`src/rtl/spi_readout_pkg.sv`:
```
`default_nettype none
// +----------------------------------------------------------------------+
// | Package   : spi_readout_pkg                                          |
// | Purpose   : Shared constants and state encoding for the SPI readout  |
// |             slave and its helpers.                                   |
// | Revision  : 1.0 - initial release                                    |
// +----------------------------------------------------------------------+
package spi_readout_pkg;

  localparam int WORD_BITS = 16;
  localparam int DATA_BITS = 12;
  localparam int TAG_BITS  = 4;

  typedef enum logic [2:0] {
    ST_IDLE      = 3'd0,
    ST_LOAD      = 3'd1,
    ST_SHIFT     = 3'd2,
    ST_WAIT_LOAD = 3'd3,
    ST_DONE      = 3'd4
  } state_t;

endpackage
`default_nettype wire

```
`src/rtl/spi_readout_slave_sync_edge_detect.sv`:
```
`default_nettype none
// +----------------------------------------------------------------------+
// | Module    : sync_edge_detect                                         |
// | Purpose   : Multi-flop synchroniser for an asynchronous input plus   |
// |             an edge-detect flop producing one-cycle rise/fall pulses.|
// | Ports     : sysclk, rst     - clock, sync active-high reset          |
// |             async_i         - asynchronous input                     |
// |             level_o         - synchronised level (STAGES latency)    |
// |             rise_o, fall_o  - one-cycle edge pulses                  |
// | Revision  : 1.0 - initial release                                    |
// +----------------------------------------------------------------------+
module sync_edge_detect #(
  parameter int   STAGES    = 2,
  parameter logic RESET_VAL = 1'b0
) (
  input  logic sysclk,
  input  logic rst,
  input  logic async_i,
  output logic level_o,
  output logic rise_o,
  output logic fall_o
);

  logic [STAGES-1:0] sync_q;
  logic              prev_q;

  generate
    if (STAGES == 1) begin : g_single
      always_ff @(posedge sysclk) begin
        if (rst) sync_q <= RESET_VAL;
        else     sync_q <= async_i;
      end
    end else begin : g_chain
      always_ff @(posedge sysclk) begin
        if (rst) sync_q <= {STAGES{RESET_VAL}};
        else     sync_q <= {sync_q[STAGES-2:0], async_i};
      end
    end
  endgenerate

  always_ff @(posedge sysclk) begin
    if (rst) prev_q <= RESET_VAL;
    else     prev_q <= sync_q[STAGES-1];
  end

  assign level_o = sync_q[STAGES-1];
  assign rise_o  = sync_q[STAGES-1] & ~prev_q;
  assign fall_o  = ~sync_q[STAGES-1] & prev_q;

endmodule
`default_nettype wire

```
`src/rtl/spi_readout_slave.sv`:
```
`default_nettype none
// +----------------------------------------------------------------------+
// | Module    : spi_readout_slave                                        |
// | Purpose   : SPI mode-0 slave, MSB first, 16-bit frames. Sends        |
// |             {frame tag, 12-bit sample} on MISO and captures the MOSI |
// |             word. Oversamples SPI pins in the sysclk domain.         |
// | Ports     : sysclk, rst            - clock, sync active-high reset   |
// |             spi_sclk/ss_n/mosi     - asynchronous SPI inputs         |
// |             spi_miso               - SPI data out                    |
// |             tx_data                - sample to send (buffer output)  |
// |             spi_ss_sync            - synchronised slave select       |
// |             spi_done, rx_valid     - frame-complete pulses           |
// |             rx_word                - last complete MOSI frame        |
// |             word_cnt               - frames since ss_n fell          |
// |             frame_err              - pulse on aborted frame          |
// | Revision  : 1.0 - initial release                                    |
// +----------------------------------------------------------------------+
module spi_readout_slave
  import spi_readout_pkg::*;
#(
  parameter int SYNC_STAGES = 2,
  parameter int WORD_BITS   = 16,
  parameter int DATA_BITS   = 12
) (
  input  logic                 sysclk,
  input  logic                 rst,
  input  logic                 spi_sclk,
  input  logic                 spi_ss_n,
  input  logic                 spi_mosi,
  output logic                 spi_miso,
  input  logic [DATA_BITS-1:0] tx_data,
  output logic                 spi_ss_sync,
  output logic                 spi_done,
  output logic [WORD_BITS-1:0] rx_word,
  output logic                 rx_valid,
  output logic [15:0]          word_cnt,
  output logic                 frame_err
);

  localparam int             CNT_W    = $clog2(WORD_BITS) + 1;
  localparam logic [CNT_W-1:0] LAST_BIT = CNT_W'(WORD_BITS - 1);
  localparam logic [CNT_W-1:0] FULL_CNT = CNT_W'(WORD_BITS);

  logic w_sclk_rise, w_sclk_fall, w_ss_rise, w_ss_fall, w_mosi;

  sync_edge_detect #(.STAGES(SYNC_STAGES), .RESET_VAL(1'b0)) u_sync_sclk (
    .sysclk(sysclk), .rst(rst), .async_i(spi_sclk),
    .level_o(), .rise_o(w_sclk_rise), .fall_o(w_sclk_fall)
  );

  sync_edge_detect #(.STAGES(SYNC_STAGES), .RESET_VAL(1'b1)) u_sync_ss (
    .sysclk(sysclk), .rst(rst), .async_i(spi_ss_n),
    .level_o(spi_ss_sync), .rise_o(w_ss_rise), .fall_o(w_ss_fall)
  );

  sync_edge_detect #(.STAGES(SYNC_STAGES), .RESET_VAL(1'b0)) u_sync_mosi (
    .sysclk(sysclk), .rst(rst), .async_i(spi_mosi),
    .level_o(w_mosi), .rise_o(), .fall_o()
  );

  state_t               state_q;
  logic [CNT_W-1:0]     bit_cnt_q;
  // Holds only the bits still to be sent; the current bit lives in spi_miso_q.
  logic [WORD_BITS-2:0] tx_q;
  logic [WORD_BITS-1:0] rx_q;
  logic [WORD_BITS-1:0] rx_word_q;
  logic [15:0]          word_cnt_q;
  logic                 spi_miso_q, spi_done_q, rx_valid_q, frame_err_q;

  logic [WORD_BITS-1:0] rx_next_d;
  logic [WORD_BITS-1:0] load_word_d;
  logic [WORD_BITS-1:0] done_word_d;

  always_comb begin
    rx_next_d   = {rx_q[WORD_BITS-2:0], w_mosi};
    load_word_d = {word_cnt_q[TAG_BITS-1:0], tx_data};
    // A frame finishing on the same cycle slave-select rises still needs its last bit.
    done_word_d = (state_q == ST_DONE) ? rx_q : rx_next_d;
  end

  always_ff @(posedge sysclk) begin
    if (rst) begin
      state_q     <= ST_IDLE;
      bit_cnt_q   <= '0;
      tx_q        <= '0;
      rx_q        <= '0;
      rx_word_q   <= '0;
      word_cnt_q  <= '0;
      spi_miso_q  <= 1'b0;
      spi_done_q  <= 1'b0;
      rx_valid_q  <= 1'b0;
      frame_err_q <= 1'b0;
    end else begin
      spi_done_q  <= 1'b0;
      rx_valid_q  <= 1'b0;
      frame_err_q <= 1'b0;

      if (w_ss_rise && state_q != ST_IDLE) begin
        state_q    <= ST_IDLE;
        spi_miso_q <= 1'b0;
        bit_cnt_q  <= '0;
        if (state_q == ST_DONE ||
            (state_q == ST_SHIFT && w_sclk_rise && bit_cnt_q == LAST_BIT)) begin
          spi_done_q <= 1'b1;
          rx_valid_q <= 1'b1;
          rx_word_q  <= done_word_d;
          word_cnt_q <= word_cnt_q + 16'd1;
        end else if (bit_cnt_q != '0 && bit_cnt_q <= LAST_BIT) begin
          frame_err_q <= 1'b1;
        end
      end else begin
        case (state_q)
          ST_IDLE: begin
            spi_miso_q <= 1'b0;
            bit_cnt_q  <= '0;
            if (w_ss_fall) begin
              word_cnt_q <= '0;
              state_q    <= ST_LOAD;
            end
          end
          ST_LOAD: begin
            tx_q       <= load_word_d[WORD_BITS-2:0];
            spi_miso_q <= load_word_d[WORD_BITS-1];
            state_q    <= ST_SHIFT;
          end
          ST_SHIFT: begin
            if (w_sclk_rise) begin
              rx_q      <= rx_next_d;
              bit_cnt_q <= bit_cnt_q + 1'b1;
              if (bit_cnt_q == LAST_BIT) state_q <= ST_DONE;
            end else if (w_sclk_fall && bit_cnt_q != '0 && bit_cnt_q != FULL_CNT) begin
              spi_miso_q <= tx_q[WORD_BITS-2];
              tx_q       <= {tx_q[WORD_BITS-3:0], 1'b0};
            end
          end
          ST_DONE: begin
            spi_done_q <= 1'b1;
            rx_valid_q <= 1'b1;
            rx_word_q  <= rx_q;
            word_cnt_q <= word_cnt_q + 16'd1;
            bit_cnt_q  <= '0;
            state_q    <= ST_WAIT_LOAD;
          end
          ST_WAIT_LOAD: begin
            // Late load gives the address counter and buffer time to present the next sample.
            if (w_sclk_fall) begin
              tx_q       <= load_word_d[WORD_BITS-2:0];
              spi_miso_q <= load_word_d[WORD_BITS-1];
              state_q    <= ST_SHIFT;
            end
          end
          default: state_q <= ST_IDLE;
        endcase
      end
    end
  end

  assign spi_miso  = spi_miso_q;
  assign spi_done  = spi_done_q;
  assign rx_word   = rx_word_q;
  assign rx_valid  = rx_valid_q;
  assign word_cnt  = word_cnt_q;
  assign frame_err = frame_err_q;

endmodule
`default_nettype wire

```
`config.mk`:
```
export PLATFORM = sky130hd
export DESIGN_NAME = spi_readout_slave
export DESIGN_NICKNAME = d
export VERILOG_FILES = /design/src/rtl/spi_readout_pkg.sv /design/src/rtl/spi_readout_slave_sync_edge_detect.sv /design/src/rtl/spi_readout_slave.sv
export SDC_FILE = /design/constraint.sdc
export NUM_CORES = 1
export LEC_CHECK = 0
export ABC_AREA = 1
export CAP_MARGIN = 10
export CORE_AREA = 5 5 133 135
export CTS_CLUSTER_DIAMETER = 150
export DETAILED_ROUTE_END_ITERATION = 7
export DIE_AREA = 0 0 138 140
export REMOVE_ABC_BUFFERS = 1
export SLEW_MARGIN = 20
export SYNTH_ARGS = -nofsm -noshare
export SYNTH_HDL_FRONTEND = slang
export SYNTH_SLANG_ARGS = --single-unit
```
`constraint.sdc`:
```
create_clock -name sysclk -period 3.8 [get_ports sysclk]
set_input_delay 1.14 -clock sysclk [delete_from_list [all_inputs] [get_ports sysclk]]
set_output_delay 1.14 -clock sysclk [all_outputs]
set_load 0.005 [all_outputs]
```
==> results.json <==
{
  "status": "finished, final reports clean",
  "syn2layout_area_growth_pct": 24.2,
  "grt-ovfl-total": 0,
  "root_buffer": "clkbuf_16",
  "antenna_cells": 0,
  "wl_per_cell_um": 11.5,
  "finalMaxSlewViolations": 0,
  "vias": 3513,
  "power-per-cell-area_mw_per_mm2": 435,
  "cp_num_buf_inv": 1,
  "period_share_pct": 66.7,
  "insertion_delay_ns": 0.34,
  "grt_use_total_pct": 10.1,
  "initial_utilization_pct": 24.4,
  "synth.distinct_cells": 38,
  "fin_skew_ns": 0.00869,
  "row_count": 47,
  "antenna_left": 0,
  "cts_hold_buffers": 0,
  "dr.pass1.iters": 4,
  "synth_cells": 575,
  "cpMaxStageDelayCell": "clkdlybuf4s50_1",
  "crit_chain": "clkdlybuf4s50_1",
  "cts_setup_buffers": 0,
  "path_clk_slew_ns": 0.06,
  "critPathCaptureType": "output port",
  "place_area_mm2": 0.00468,
  "pin_count": 54,
  "syn_area_mm2": 0.00399,
  "setup_ws_ns": 1.27,
  "critPathMaxStageDelay_ns": 0.59,
  "max_freq_ghz": 0.395,
  "dieArea_mm2": 0.0193,
  "nFillCells": 1825,
  "hold_violations": 0,
  "ys_ff_latch": 82,
  "synthFlopType": "dfxtp_1",
  "cp_top_family": "buffers and inverters",
  "fin_crit_ns": 2.53,
  "cts_resized": 0,
  "critical_path_class": "flop to output port",
  "cts_made_buffers": 9,
  "yosys_warnings": 0,
  "tightest_slew_ns": 0.890,
  "avgViaCountPerCell": 4.17,
  "drv_cap": 0,
  "seq_area_frac_synth_pct": 41.1,
  "postLayoutCellArea_mm2": 0.00496,
  "htree_levels": 3,
  "tns_ns": 0,
  "place_congestion": 0.780,
  "grt_max_degree": 32,
  "drt_iter0_drc": 170,
  "grt_pass1_wl_um": 16200,
  "crit_path_start_kind": "flop",
  "irDropWorstVdd_mv": 0.196,
  "place_ws_ns": 1.13,
  "grt_pass1_vias": 3244,
  "avgSynthCellArea_um2": 6.94,
  "synth_edf_count": 0,
  "crit_arrival_ns": 1.39,
  "fp.dieW_um": 138,
  "hp-class": "flop to flop",
  "dp.final_hpwl_um": 6780,
  "drc": 0,
  "required_ns": 2.66,
  "rsz0062_at_grt": "no",
  "crit_path_max_fanout": 7,
  "cts.path.max_buffers": 2,
  "cts.sinks": 82,
  "p_total_uw": 2160,
  "cts_tree": "yes",
  "async_flop_share_pct": 0,
  "maxSlewHeadroom_pct": 40.7,
  "io_buffers": 53,
  "drt_wl_total_um": 9670,
  "die_y_um": 140,
  "drive_gt1_share_pct": 13.2,
  "fin_nets": 640,
  "p_leak_uw": 0.00191,
  "seq_area_mm2": 0.00164,
  "antenna_found_initial": 0,
  "finalHoldWorstSlack_ns": 0.406,
  "multiInputGateArea_mm2": 0.00198,
  "setup_viol": 0,
  "core_area_mm2": 0.0163
}
## power by group
group          internal (uW)  switching (uW)  total, uW  leakage, uW
combinational            134             270        404      0.00111
sequential               906            30.0        936     0.000664
clock                    460             356        816     0.000127
total                   1500             656       2160      0.00191
## layout make-up
cell class                 instances  area share (%)
tap                              220            5.55
clock buffer                      10            4.82
sequential                        82            33.1
inverter                          57            4.44
clock inverter                     5           0.807
timing repair buffer              57            11.3
multi-input combinational        412            40.0
## flip-flops by register name, indices dropped and copies added, names as in the netlist
| register | cells |
|---|---|
| word_cnt | 16 |
| u_sync_ss.prev_q | 1 |
| u_sync_sclk.prev_q | 1 |
| frame_err | 1 |
| spi_miso | 1 |
| tx_q | 15 |
| rx_word | 16 |
| bit_cnt_q | 5 |
| rx_valid | 1 |
| u_sync_mosi.sync_q | 2 |
| rx_q | 16 |
| u_sync_ss.sync_q | 2 |
| state_q | 3 |
| u_sync_sclk.sync_q | 2 |
## synth_stat cells (2+ instances only)
master,number,area [um2]
nand2_1,166,623
dfxtp_1,82,1640
nor2_1,71,267
inv_1,50,188
o21ai_0,41,205
a21oi_1,25,125
nand3_1,20,100
nor2_2,19,119
a21oi_2,14,123
nand2_2,14,87.6
o21ai_1,12,60.1
buf_2,7,35.0
clkbuf_1,7,26.3
ha_1,4,50.1
nand2_4,4,45.0
nand4_1,4,25.0
buf_1,3,11.3
buf_4,3,22.5
clkinv_2,3,15.0
nor3_1,3,15.0
buf_6,2,22.5
buf_8,2,30.0
inv_2,2,7.51
o21bai_1,2,15.0
or2_2,2,12.5
## routing by layer
layer / share of wire, % / track usage, % / wire [um]
met5: 0 / 0 / 0
met2: 46 / 16.5 / 4470
met4: 1.5 / 3.43 / 144
met1: 48 / 13.0 / 4650
met3: 4.2 / 2.69 / 404
## final timing paths
path	start	to	slack [ns]	depth (start not counted)
max	word_cnt[2]	word_cnt[2]	1.27	1
min reg2reg	u_sync_sclk.sync_q[0]	u_sync_sclk.sync_q[1]	0.41	2
min	u_sync_sclk.sync_q[0]	u_sync_sclk.sync_q[1]	0.41	2
max reg2reg	bit_cnt_q[1]	word_cnt[10]	1.38	11
## placed cells by master, fill, tap and decap left out, types with 2 or more instances in the layout
master / instances
o21ai_0: 41
clkinvlp_4: 3
a21oi_2: 14
nand2_1: 166
inv_2: 2
dfxtp_1: 82
nor2_2: 19
nand4_1: 4
nand2_2: 14
inv_1: 50
nor2_1: 71
ha_1: 4
nand2_4: 4
o21ai_1: 12
buf_4: 4
clkbuf_16: 9
nor3_1: 3
nand3_1: 20
a21oi_1: 25
clkinv_2: 3
clkdlybuf4s50_1: 53
o21bai_1: 2
or2_2: 2
## kinds of logic after synthesis
family          share of synthesized area [%]
compound gates                           14.0
xor+xnor                                0.219
fa+ha+maj                                1.25
buf+inv                                  9.22
flops                                    41.1
simple gates                             34.2
## through the flow
stage	instances	util (%)
after floorplan	551	-
after global placement	828	28.6
after detailed placement	828	28.6
after CTS	843	30.3
after global routing	843	30.3
final	843	30.3
Power figures use the tool's default switching activity.
